[src/rtl/ex_operand_stage.sv]
// ---------------------------------------------------------------------------
// ex_operand_stage
//   ID/EX pipeline register plus EX-stage operand selection for the 16-bit,
//   8-register pipelined core. Latches decoded ID fields, exposes the latched
//   source register numbers to the forwarding unit, applies that unit's
//   FwdA/FwdB selects to build the ALU operands, detects load-use hazards
//   (stalling ID and inserting a bubble into EX), and handles flush and
//   downstream hold.
//
// Ports
//   clk, rst_n                  clock (rising edge), async active-low reset
//   p2_valid                    ID holds a real instruction
//   p2_RegRs/Rt/Rd              decoded register numbers (AW bits)
//   p2_RsData/RtData            register-file read data (DW bits)
//   p2_RegWren, p2_MemRead      writes a register / is a load
//   flush                       squash the instruction entering EX
//   ex_hold                     downstream freeze of EX
//   FwdA, FwdB                  forwarding selects (00 own, 10 p3, 01 p4, 11 p3)
//   p3_Result, p4_Result        results one / two stages ahead of EX
//   ex_valid/RegWren/MemRead    latched control
//   ex_RegRs/Rt/Rd              latched register numbers
//   OpA, OpB                    forwarded ALU operands
//   stall_id                    hold PC and IF/ID this cycle
// ---------------------------------------------------------------------------
module ex_operand_stage #(
  parameter int DW = 16,
  parameter int AW = 3
) (
  input  logic          clk,
  input  logic          rst_n,
  input  logic          p2_valid,
  input  logic [AW-1:0] p2_RegRs,
  input  logic [AW-1:0] p2_RegRt,
  input  logic [AW-1:0] p2_RegRd,
  input  logic [DW-1:0] p2_RsData,
  input  logic [DW-1:0] p2_RtData,
  input  logic          p2_RegWren,
  input  logic          p2_MemRead,
  input  logic          flush,
  input  logic          ex_hold,
  input  logic [1:0]    FwdA,
  input  logic [1:0]    FwdB,
  input  logic [DW-1:0] p3_Result,
  input  logic [DW-1:0] p4_Result,
  output logic          ex_valid,
  output logic          ex_RegWren,
  output logic          ex_MemRead,
  output logic [AW-1:0] ex_RegRs,
  output logic [AW-1:0] ex_RegRt,
  output logic [AW-1:0] ex_RegRd,
  output logic [DW-1:0] OpA,
  output logic [DW-1:0] OpB,
  output logic          stall_id
);

  logic          r_ex_valid;
  logic          r_ex_reg_wren;
  logic          r_ex_mem_read;
  logic [AW-1:0] r_ex_reg_rs;
  logic [AW-1:0] r_ex_reg_rt;
  logic [AW-1:0] r_ex_reg_rd;
  logic [DW-1:0] r_ex_rs_data;
  logic [DW-1:0] r_ex_rt_data;

  logic          w_load_use;
  logic [DW-1:0] w_op_a;
  logic [DW-1:0] w_op_b;

  // The nearer producer (p3) wins when both forwarding bits are set.
  function automatic logic [DW-1:0] f_fwd(input logic [1:0]    sel,
                                          input logic [DW-1:0] own,
                                          input logic [DW-1:0] p3,
                                          input logic [DW-1:0] p4);
    logic [DW-1:0] res;
    case (sel)
      2'b10, 2'b11: res = p3;
      2'b01:        res = p4;
      default:      res = own;
    endcase
    return res;
  endfunction

  always_comb begin
    w_op_a = f_fwd(FwdA, r_ex_rs_data, p3_Result, p4_Result);
    w_op_b = f_fwd(FwdB, r_ex_rt_data, p3_Result, p4_Result);
  end

  // Load in EX whose destination is read by the instruction sitting in ID.
  assign w_load_use = r_ex_valid & r_ex_mem_read & r_ex_reg_wren & p2_valid &
                      ((r_ex_reg_rd == p2_RegRs) | (r_ex_reg_rd == p2_RegRt));

  // A flush squashes the ID instruction anyway, so stalling it is pointless.
  assign stall_id = (w_load_use | ex_hold) & ~flush;

  always_ff @(posedge clk or negedge rst_n) begin
    if (!rst_n) begin
      r_ex_valid    <= 1'b0;
      r_ex_reg_wren <= 1'b0;
      r_ex_mem_read <= 1'b0;
      r_ex_reg_rs   <= '0;
      r_ex_reg_rt   <= '0;
      r_ex_reg_rd   <= '0;
      r_ex_rs_data  <= '0;
      r_ex_rt_data  <= '0;
    end else if (flush || (!ex_hold && w_load_use)) begin
      // Bubble: only the control bits are cleared, so a bubble never
      // looks like a register writer to the forwarding unit.
      r_ex_valid    <= 1'b0;
      r_ex_reg_wren <= 1'b0;
      r_ex_mem_read <= 1'b0;
    end else if (ex_hold) begin
      // Capture forwarded operands so they survive their producer retiring.
      r_ex_rs_data  <= w_op_a;
      r_ex_rt_data  <= w_op_b;
    end else begin
      r_ex_valid    <= p2_valid;
      r_ex_reg_wren <= p2_RegWren & p2_valid;
      r_ex_mem_read <= p2_MemRead & p2_valid;
      r_ex_reg_rs   <= p2_RegRs;
      r_ex_reg_rt   <= p2_RegRt;
      r_ex_reg_rd   <= p2_RegRd;
      r_ex_rs_data  <= p2_RsData;
      r_ex_rt_data  <= p2_RtData;
    end
  end

  assign ex_valid   = r_ex_valid;
  assign ex_RegWren = r_ex_reg_wren;
  assign ex_MemRead = r_ex_mem_read;
  assign ex_RegRs   = r_ex_reg_rs;
  assign ex_RegRt   = r_ex_reg_rt;
  assign ex_RegRd   = r_ex_reg_rd;
  assign OpA        = w_op_a;
  assign OpB        = w_op_b;

endmodule
[config.mk]
export PLATFORM = sky130hd
export DESIGN_NAME = ex_operand_stage
export DESIGN_NICKNAME = d
export VERILOG_FILES = /design/src/rtl/ex_operand_stage.sv
export SDC_FILE = /design/constraint.sdc
export NUM_CORES = 1
export LEC_CHECK = 0
export ABC_AREA = 1
export CAP_MARGIN = 10
export CORE_MARGIN = 2
export CORE_UTILIZATION = 35
export DETAILED_ROUTE_END_ITERATION = 7
export PLACE_DENSITY = 0.68
export SLEW_MARGIN = 5
export SYNTH_ARGS = -nofsm -noshare
export SYNTH_HDL_FRONTEND = slang
export SYNTH_SLANG_ARGS = --single-unit
[constraint.sdc]
create_clock -name clk -period 1.6 [get_ports clk]
set_clock_uncertainty 0.2 [all_clocks]
set_input_delay 0.16 -clock clk [delete_from_list [all_inputs] [get_ports clk]]
set_output_delay 0.16 -clock clk [all_outputs]
set_load 0.005 [all_outputs]
==> metrics.yaml <==
status:
  outcome: "finished with violations"
  violations: "setup timing"
clocking:
  clkTransAtPathRegs_ns: 0.08
  cts_made_buffers: 5
  cts_buffer_depth: 2
  clkLatencyLatePin_ns: 0.30
  h-tree-depth: 2
  cts-root-buf: "clkbuf_8"
  clock_sinks: 44
  cts_tree: "done"
timing:
  rsz0062_at_grt: "true"
  setup_ws_ns: -0.120
  whs_ns: 0.167
  tightestPinTransition_ns: 0.380
  layout_min_cycle_time_ns: 1.72
  slew_headroom: 0.747
  timing.fmax_mhz: 581
  period_share: 1.08
  finalHoldViolCount: 0
  slew_viol_final: 0
  setup_viol: 35
global_route:
  antenna_found_initial: 0
  grt_max_degree: 45
  first_global_vias: 3693
  grt_pass1_wl_um: 17700
  track_usage: 0.226
  gr-total-overflow: 0
worst_setup_path:
  cp_max_fo: 4
  r2r_cells: 12
  required_ns: 1.24
  crit_slowest_cell: "dfrtp_1"
  worstReg2RegEnd: "r_ex_rt_data[2]"
  crit_type: "reg -> out"
  crit_top_cell: "nand2_2"
  end_kind: "output port"
  r2r_slack_ns: -0.12
  max_stage_delay_ns: 0.43
  critPathLaunchType: "flip-flop"
  crit-reg2reg-launch: "ex_RegRd[1]"
  arrival_ns: 1.36
  crit_chain: "xnor2_1, nand3_2, nand2_2, nand2_2, a21oi_2, buf_2"
  critPathTopFamily: "flip-flops"
  path_buf_inv: 1
synth:
  synth_area_per_cell_um2: 6.43
  yosys.area.top_type: "nand2_1"
  ys_seq_area_frac: 0.360
  synth_area_um2: 3060
  ys_ff_latch: 44
  yosys_warnings: 0
  syn_nets: 560
  yosysUniqueCellTypes: 16
  netlist_instances: 476
  yosysTopAreaCellShare: 0.367
  synth.top_cells.by_area: "nand2_1, dfrtp_1, nand3_1, nand3_2, buf_6"
floorplan:
  start_util: 0.356
  dieArea_um2: 9510
  core-area_um2: 8590
  io_pins: 129
  die-width_um: 97.5
  row_count: 34
  die_y_um: 97.5
power:
  fin_total_pwr_uw: 3280
  leakage_uw: 0.00268
  p_per_area_nw_per_um2: 666
  ir_worst_vdd_v: 0.000380
placement:
  portBuffers: 128
  dp_hpwl_um: 7860
  place_congestion: 0.854
  place_ws_ns: -0.534
detailed_routing:
  drc: 0
  first_pass_iters: 4
  vias: 3680
  drt-initial-drc-count: 241
  vias_per_cell: 4.96
  drtAntennaViolNets: 0
  wl_um: 10700
  routedWlPerCell_um: 14.4
cells_and_area:
  final_cell_mix: "nand2_1, clkdlybuf4s50_1, dfrtp_1, nand3_1, dlygate4sd2_1"
  drive_above_1_share: 0.177
  layout.nets: 717
  final_common_cell: "nand2_1"
  antenna_cells: 0
  syn_to_final_growth_pct: 60.8
run:
  drv_cap: 0
worst_hold_path:
  hold_class: "in -> async"
==> stage by stage <==
step	instance area [um^2]	TNS, ns	cells	util
after global placement	4670	-26.82	722	0.544
after floorplan	3060	0	476	-
final	4920	-1.84	742	0.573
after CTS	4900	-3.19	743	0.571
after detailed placement	4670	-28.34	722	0.544
after global routing	4920	-6.71	742	0.573
==> layout make-up <==
type	count	area [um^2]
Timing Repair Buffer	178	1730
Tap cell	108	135
Inverter	14	52.6
Fill cell	859	3670
Clock inverter	2	35.0
Clock buffer	6	72.6
Sequential cell	44	1100
Multi-Input combinational cell	390	1790
==> cell families (layout without fill, tap and decap cells) <==
group | count (synthesis) | count (layout) | synth area share
flip-flops | 44 | 44 | 0.360
AO/OA/AOI/OAI | 1 | 1 | 0.00163
buffers and inverters | 42 | 200 | 0.0744
AND/OR/NAND/NOR | 388 | 388 | 0.562
XOR/XNOR | 1 | 1 | 0.00286
==> sequential cells by signal (all words and copies together) (netlist names) <==
| register | count |
|---|---|
| ex_valid | 1 |
| ex_MemRead | 1 |
| ex_RegRs | 3 |
| ex_RegWren | 1 |
| r_ex_rs_data | 16 |
| ex_RegRd | 3 |
| ex_RegRt | 3 |
| r_ex_rt_data | 16 |
==> layer usage <==
layer | up-vias | global-route usage | routed length (um)
li1 | 1809 | - | -
met1 | 1692 | 0.302 | 4620
met2 | 157 | 0.372 | 4980
met3 | 22 | 0.0489 | 838
met4 | 0 | 0.0630 | 244
met5 | - | 0 | 0
==> timing repair <==
item	4_1_cts	5_1_grt
setup endpoints to repair	80	55
endpoints found under the hold margin	44	0
setup buffers	10	0
cloned	2	0
gates resized for setup	76	22
pin swaps	4	5
hold buffers	1	0
==> worst max-delay path by stage <==
stage                      startpoint       end  slack (ns)  cells after the start
after floorplan           ex_RegRd[1]  stall_id        0.11                      8
after global placement        FwdA[1]   OpA[10]       -0.50                      5
after detailed placement      FwdA[1]   OpA[10]       -0.53                      5
after CTS                 ex_RegRd[1]  stall_id       -0.14                      8
after global routing      ex_RegRd[2]  stall_id       -0.23                      8
final                     ex_RegRd[0]  stall_id       -0.12                      6
==> worst min-delay path, cell delays in order <==
cell	delay (ns)
dlygate4sd3_1	0.52
buf_2	0.12
buf_12	0.24
==> where the power goes <==
group / internal [uW] / leakage (uW) / switching, uW
logic: 595 / 0.00207 / 521
registers: 1230 / 0.000551 / 78.7
clock network: 464 / 0.0000552 / 385
total: 2290 / 0.00268 / 985
==> Yosys cell counts, drive strengths merged <==
cell,n
a21oi,1
buf,26
clkbuf,2
dfrtp,44
inv,14
nand2,302
nand3,68
nand4,12
nor2,6
xnor2,1
(Power assumes the default switching activity.)
